## src/rtl/sram_ctrl_pkg.sv

```systemverilog
// Shared definitions for the SRAM1RW request controller: state encoding and the
// idle (deselected) levels of the macro control pins.
package sram_ctrl_pkg;

    typedef enum logic [2:0] {
        ST_IDLE    = 3'd0,
        ST_SETUP   = 3'd1,
        ST_STROBE  = 3'd2,
        ST_CAPTURE = 3'd3,
        ST_RESP    = 3'd4
    } state_t;

    localparam logic CSB_IDLE = 1'b1;
    localparam logic WEB_IDLE = 1'b1;
    localparam logic OEB_IDLE = 1'b1;
    localparam logic CE_IDLE  = 1'b0;

endpackage

```

## src/rtl/sram1rw_req_ctrl.sv

```systemverilog
// Valid/ready request front-end for one SRAM1RW macro; every pin comes from a flop.
// Build option SRAM_CTRL_WR_RESP_EN: writes also return a response (resp_is_write=1).
//
// state   | meaning
// IDLE    | macro deselected, waiting for a request
// SETUP   | CSB low, A/WEB/I launched, CE low
// STROBE  | CE high for one cycle, macro samples on its rising edge
// CAPTURE | read only: OEB low, sram_O captured into resp_rdata
// RESP    | response held until resp_ready
module sram1rw_req_ctrl
    import sram_ctrl_pkg::*;
#(
    parameter int ADDR_W = 7,
    parameter int DATA_W = 64
) (
    input  logic              clock,
    input  logic              reset,
    input  logic              req_valid,
    output logic              req_ready,
    input  logic              req_write,
    input  logic [ADDR_W-1:0] req_addr,
    input  logic [DATA_W-1:0] req_wdata,
    output logic              resp_valid,
    input  logic              resp_ready,
    output logic [DATA_W-1:0] resp_rdata,
    output logic              resp_is_write,
    output logic [ADDR_W-1:0] sram_A,
    output logic              sram_CE,
    output logic              sram_WEB,
    output logic              sram_OEB,
    output logic              sram_CSB,
    output logic [DATA_W-1:0] sram_I,
    input  logic [DATA_W-1:0] sram_O
);

    state_t state, next_state;

    logic              ready_d, valid_d, ce_d, csb_d, oeb_d, web_d;
    logic [ADDR_W-1:0] a_d;
    logic [DATA_W-1:0] i_d, rdata_d;
    logic              accept;

    always_ff @(posedge clock) begin
        if (reset) state <= ST_IDLE;
        else       state <= next_state;
    end

    // sram_WEB still holds the operation type of the access in flight
    always_comb begin
        next_state = state;
        case (state)
            ST_IDLE:    if (req_valid && req_ready) next_state = ST_SETUP;
            ST_SETUP:   next_state = ST_STROBE;
            ST_STROBE: begin
                if (sram_WEB) next_state = ST_CAPTURE;
`ifdef SRAM_CTRL_WR_RESP_EN
                else          next_state = ST_RESP;
`else
                else          next_state = ST_IDLE;
`endif
            end
            ST_CAPTURE: next_state = ST_RESP;
            ST_RESP:    if (resp_ready) next_state = ST_IDLE;
            default:    next_state = ST_IDLE;
        endcase
    end

    // Pin values are decoded from next_state so the flops present them in that state.
    // A/WEB/I load only on accept and are otherwise held, so they never move around CE.
    always_comb begin
        accept  = (state == ST_IDLE) && (next_state == ST_SETUP);
        ready_d = (next_state == ST_IDLE);
        valid_d = (next_state == ST_RESP);
        ce_d    = (next_state == ST_STROBE) ? 1'b1 : CE_IDLE;
        oeb_d   = (next_state == ST_CAPTURE) ? 1'b0 : OEB_IDLE;
        csb_d   = (next_state == ST_SETUP || next_state == ST_STROBE ||
                   next_state == ST_CAPTURE) ? 1'b0 : CSB_IDLE;
        a_d     = accept ? req_addr   : sram_A;
        web_d   = accept ? ~req_write : sram_WEB;
        i_d     = accept ? req_wdata  : sram_I;
        rdata_d = resp_rdata;
        if (state == ST_CAPTURE)
            rdata_d = sram_O;
        else if (state == ST_STROBE && next_state == ST_RESP)
            rdata_d = '0;
    end

    always_ff @(posedge clock) begin
        if (reset) begin
            req_ready  <= 1'b0;
            resp_valid <= 1'b0;
            resp_rdata <= '0;
            sram_A     <= '0;
            sram_CE    <= CE_IDLE;
            sram_WEB   <= WEB_IDLE;
            sram_OEB   <= OEB_IDLE;
            sram_CSB   <= CSB_IDLE;
            sram_I     <= '0;
        end else begin
            req_ready  <= ready_d;
            resp_valid <= valid_d;
            resp_rdata <= rdata_d;
            sram_A     <= a_d;
            sram_CE    <= ce_d;
            sram_WEB   <= web_d;
            sram_OEB   <= oeb_d;
            sram_CSB   <= csb_d;
            sram_I     <= i_d;
        end
    end

`ifdef SRAM_CTRL_WR_RESP_EN
    always_ff @(posedge clock) begin
        if (reset) resp_is_write <= 1'b0;
        else       resp_is_write <= (next_state == ST_RESP) && !sram_WEB;
    end
`else
    assign resp_is_write = 1'b0;
`endif

endmodule
```

## config.mk

```make
export PLATFORM = sky130hd
export DESIGN_NAME = sram1rw_req_ctrl
export DESIGN_NICKNAME = d
export VERILOG_FILES = /design/src/rtl/sram_ctrl_pkg.sv /design/src/rtl/sram1rw_req_ctrl.sv
export SDC_FILE = /design/constraint.sdc
export NUM_CORES = 1
export LEC_CHECK = 0
export ABC_CLOCK_PERIOD_IN_PS = 1900
export CAP_MARGIN = 25
export CORE_MARGIN = 4
export CORE_UTILIZATION = 41
export CTS_CLUSTER_DIAMETER = 60
export DETAILED_ROUTE_END_ITERATION = 12
export PLACE_DENSITY = 0.85
export SYNTH_ARGS = -nofsm -noshare
export SYNTH_HDL_FRONTEND = slang
export SYNTH_SLANG_ARGS = --single-unit
```

## constraint.sdc

```tcl
create_clock -name clock -period 1.9 [get_ports clock]
set_input_delay 0.57 -clock clock [delete_from_list [all_inputs] [get_ports clock]]
set_output_delay 0.57 -clock clock [all_outputs]
set_load 0.05 [all_outputs]
```

==> flow_results.xml <==
<?xml version="1.0" encoding="UTF-8"?>
<metrics>
  <group name="global_route">
    <metric name="overflow" unit="">0</metric>
    <metric name="first_pass_grt_wire_length" unit="um">24200</metric>
    <metric name="track_usage" unit="">0.187</metric>
    <metric name="first_global_vias" unit="">4871</metric>
    <metric name="antenna_found_initial" unit="">0</metric>
    <metric name="grt_start_max_net_pins" unit="">112</metric>
  </group>
  <group name="sta">
    <metric name="fmaxAchievable" unit="GHz">0.623</metric>
    <metric name="min_period_over_period" unit="">0.844</metric>
    <metric name="finalMaxSlewViolations" unit="">0</metric>
    <metric name="final.setup_skew" unit="ns">0.00916</metric>
    <metric name="grt_setup_unrepaired" unit="">false</metric>
    <metric name="setup_violations" unit="">0</metric>
    <metric name="timing.final.hold_violations" unit="">0</metric>
    <metric name="finalCriticalPeriod" unit="ns">1.60</metric>
    <metric name="timing.setup.tns" unit="ns">0</metric>
  </group>
  <group name="placement">
    <metric name="dp_hpwl" unit="um">11200</metric>
    <metric name="gp_congestion" unit="">0.771</metric>
    <metric name="place_area" unit="um2">8330</metric>
    <metric name="port_buffers" unit="">280</metric>
    <metric name="dp.cells" unit="">1047</metric>
  </group>
  <group name="logic_synthesis">
    <metric name="ys_seq_area_frac" unit="">0.498</metric>
    <metric name="post_synth_num_cell_types" unit="">25</metric>
    <metric name="synthesized_nets" unit="">761</metric>
    <metric name="synth_top_cell_by_area" unit="">sky130_fd_sc_hd__dfxtp_1</metric>
    <metric name="yosysWarningCount" unit="">0</metric>
    <metric name="ys_ff_latch" unit="">144</metric>
    <metric name="synth_top_cells_by_area" unit="">sky130_fd_sc_hd__dfxtp_1 50%, sky130_fd_sc_hd__nand2b_1 15%, sky130_fd_sc_hd__mux2i_1 12%</metric>
    <metric name="synth.cell_area" unit="um2">5790</metric>
    <metric name="cell_count_after_synthesis" unit="">621</metric>
    <metric name="area_share_of_the_leading_cell_type_in_the_synthesized_netlist" unit="">0.498</metric>
    <metric name="mean_post_synth_cell_area" unit="um2">9.33</metric>
  </group>
  <group name="clock_tree">
    <metric name="cts_made_buffers" unit="">17</metric>
    <metric name="cts.clk_slew.worst_paths" unit="ns">0.06</metric>
    <metric name="ctsHoldBuffers" unit="">0</metric>
    <metric name="clock_latency" unit="ns">0.41</metric>
    <metric name="tritoncts_num_sinks" unit="">144</metric>
    <metric name="cts.repair.resized" unit="">0</metric>
    <metric name="cts.root.buffer_cell" unit="">sky130_fd_sc_hd__clkbuf_16</metric>
    <metric name="cts_tree" unit="">done</metric>
    <metric name="postCtsSetupRepairBufs" unit="">0</metric>
    <metric name="cts_max_level" unit="">4</metric>
    <metric name="cts-root-to-sink-buffers" unit="">2</metric>
  </group>
  <group name="floorplan">
    <metric name="die_height" unit="um">127</metric>
    <metric name="chipWidth" unit="um">127</metric>
    <metric name="placementRows" unit="">43</metric>
    <metric name="core_area" unit="um2">13900</metric>
    <metric name="io-pin-count" unit="">282</metric>
    <metric name="area_of_the_die" unit="um2">16100</metric>
    <metric name="initial_core_utilization" unit="">0.417</metric>
  </group>
  <group name="critical_path">
    <metric name="critical_path_required" unit="ns">2.23</metric>
    <metric name="timing.critical_path.arrival" unit="ns">1.94</metric>
    <metric name="crit-reg2reg-launch" unit="">state[0]$_SDFF_PP0_</metric>
    <metric name="end_kind" unit="">flop</metric>
    <metric name="crit-reg2reg-capture" unit="">resp_rdata[33]$_SDFFE_PP0P_</metric>
    <metric name="max_stage_delay" unit="ns">0.49</metric>
    <metric name="timing_worst_setup_path_type" unit="">primary input to flop</metric>
    <metric name="worstSetupStartpointType" unit="">primary input</metric>
    <metric name="worstRegToRegCells" unit="">4</metric>
    <metric name="cp_cell_sequence" unit="">clkdlybuf4s50_1 &gt; nand2_1 &gt; nor4_4 &gt; buf_12 &gt; buf_12 &gt; mux2i_1</metric>
    <metric name="critical_path.slowest_cell" unit="">sky130_fd_sc_hd__clkdlybuf4s50_1</metric>
    <metric name="cp_common_cell" unit="">sky130_fd_sc_hd__buf_12</metric>
    <metric name="cp_max_fo" unit="">16</metric>
    <metric name="ff2ff_setup_slack" unit="ns">0.47</metric>
  </group>
  <group name="final_layout">
    <metric name="final_layout_size_suffix_gt1_frac" unit="">0.212</metric>
    <metric name="final_cells" unit="">1079</metric>
    <metric name="final_core_utilization" unit="">0.644</metric>
    <metric name="layout.cell_area.non_filler" unit="um2">8940</metric>
    <metric name="final_nets" unit="">1026</metric>
    <metric name="antenna_cells_inserted" unit="">0</metric>
    <metric name="syn2layout_area_growth" unit="%">54.4</metric>
  </group>
  <group name="min_path">
    <metric name="timing.hold.worst.start" unit="">resp_rdata[13]$_SDFFE_PP0P_</metric>
    <metric name="timing.hold.worst.class" unit="">flop to flop</metric>
    <metric name="hold_path_end" unit="">resp_rdata[13]$_SDFFE_PP0P_</metric>
    <metric name="worst_hold_stages" unit="">2</metric>
  </group>
  <group name="run_status">
    <metric name="status" unit="">finished clean</metric>
  </group>
  <group name="detailed_routing">
    <metric name="wire_per_inst" unit="um">14.5</metric>
    <metric name="drt_pre_antenna_iters" unit="">4</metric>
    <metric name="detail_route.wirelength.met1" unit="um">6360</metric>
    <metric name="route.top_layer_used" unit="">met4</metric>
    <metric name="route.met3.wl" unit="um">1640</metric>
    <metric name="route.final.wire_length" unit="um">15600</metric>
    <metric name="drc" unit="">0</metric>
    <metric name="drt_first_iter_violations" unit="">249</metric>
    <metric name="post_drt_via_cell_ratio" unit="">4.67</metric>
    <metric name="routed-wl-met2" unit="um">7440</metric>
    <metric name="antenna_left" unit="">0</metric>
    <metric name="vias" unit="">5038</metric>
  </group>
  <group name="pwr">
    <metric name="total_leakage_power" unit="nW">3.52</metric>
    <metric name="power.density_cell_area" unit="nW/um2">928</metric>
    <metric name="power.ir.vdd_worst" unit="V">0.000726</metric>
  </group>
  <group name="run">
    <metric name="maxCapViolCount" unit="">0</metric>
  </group>
</metrics>
-- how the worst max path moves through the flow --
stage,startpoint,to
after floorplan,req_ready$_SDFF_PP0_,sram_A[0]$_SDFFE_PP0P_
after global placement,req_valid,sram_I[20]$_SDFFE_PP0P_
after detailed placement,req_valid,sram_I[2]$_SDFFE_PP0P_
after CTS,sram_WEB$_SDFFE_PP1P_,sram_WEB
after global routing,req_valid,sram_I[58]$_SDFFE_PP0P_
final,req_valid,sram_I[14]$_SDFFE_PP0P_
-- cells in the mapped netlist --
cell	instances
sky130_fd_sc_hd__a211oi_1	1
sky130_fd_sc_hd__a21oi_1	66
sky130_fd_sc_hd__and3b_1	1
sky130_fd_sc_hd__buf_1	3
sky130_fd_sc_hd__buf_12	7
sky130_fd_sc_hd__buf_2	12
sky130_fd_sc_hd__buf_4	7
sky130_fd_sc_hd__buf_6	2
sky130_fd_sc_hd__clkbuf_1	17
sky130_fd_sc_hd__conb_1	1
sky130_fd_sc_hd__dfxtp_1	144
sky130_fd_sc_hd__mux2i_1	72
sky130_fd_sc_hd__nand2_1	129
sky130_fd_sc_hd__nand2b_1	143
sky130_fd_sc_hd__nand3b_1	3
sky130_fd_sc_hd__nand4bb_1	1
sky130_fd_sc_hd__nor2_1	4
sky130_fd_sc_hd__nor2b_1	1
sky130_fd_sc_hd__nor3_1	1
sky130_fd_sc_hd__nor4_1	1
sky130_fd_sc_hd__nor4_2	1
sky130_fd_sc_hd__nor4b_1	1
sky130_fd_sc_hd__o31ai_1	1
sky130_fd_sc_hd__or2_2	1
sky130_fd_sc_hd__or4_1	1
-- flip-flops by register name, summed over array words and instances (netlist names) --
signal      cells
sram_OEB        1
sram_A          7
sram_WEB        1
resp_valid      1
sram_I         64
resp_rdata     64
sram_CSB        1
state           3
req_ready       1
sram_CE         1
-- where the power goes --
part	switching, mW	internal [mW]
combinational	0.879	0.701
clock	1.33	2.12
sequential	0.0968	3.17
total	2.31	5.99
-- logic make-up after synthesis --
| logic type | Yosys count | synth area share |
|---|---|---|
| buf+inv | 48 | 0.0605 |
| flops | 144 | 0.498 |
| mux | 72 | 0.124 |
| other cells | 1 | 0.000647 |
| simple gates | 288 | 0.257 |
| compound gates | 68 | 0.0596 |
-- metrics by stage --
step	worst slack, ns	hold slack, ns	total power [mW]
global placement	-0.0749	0.442	4.91
detailed placement	-0.128	0.447	4.92
CTS	0.286	0.455	8.39
finish	0.296	0.453	8.30
global route	0.209	0.471	8.60
floorplan	0.354	0.529	4.32
-- per-layer routing --
metal,track usage,vias up
met5,0,-
met4,0.0650,0
met3,0.0855,15
met2,0.310,204
met1,0.213,2296
li1,-,2523
-- cell type report --
class	count	area (um2)
clock buffer	18	439
clock inverter	14	176
fill	1138	4940
multi-input combinational	429	2570
sequential	144	2880
tap	180	225
timing repair buffer	294	2650
-- critical path, delay by kind of cell --
family,cells,cell delay [ns]
and+or+nand+nor,2,0.31
buffers and inverters,3,0.84
muxes,1,0.21
-- cells in the final DEF (no fill, tap or decap), types with 2 or more instances in the layout --
master                            Yosys  final
sky130_fd_sc_hd__dfxtp_1            144    144
sky130_fd_sc_hd__inv_6                0      5
sky130_fd_sc_hd__clkbuf_16            0     17
sky130_fd_sc_hd__nand2_1            129    129
sky130_fd_sc_hd__bufinv_16            0      3
sky130_fd_sc_hd__mux2i_1             72     72
sky130_fd_sc_hd__buf_4                7    148
sky130_fd_sc_hd__buf_12               7      8
sky130_fd_sc_hd__clkinvlp_4           0      2
sky130_fd_sc_hd__a21oi_1             66     66
sky130_fd_sc_hd__clkdlybuf4s50_1      0    138
sky130_fd_sc_hd__clkinv_4             0      2
sky130_fd_sc_hd__nand3b_1             3      3
sky130_fd_sc_hd__nor2_1               4      4
sky130_fd_sc_hd__clkinv_2             0      2
sky130_fd_sc_hd__nand2b_1           143    143
(Power assumes the default switching activity.)
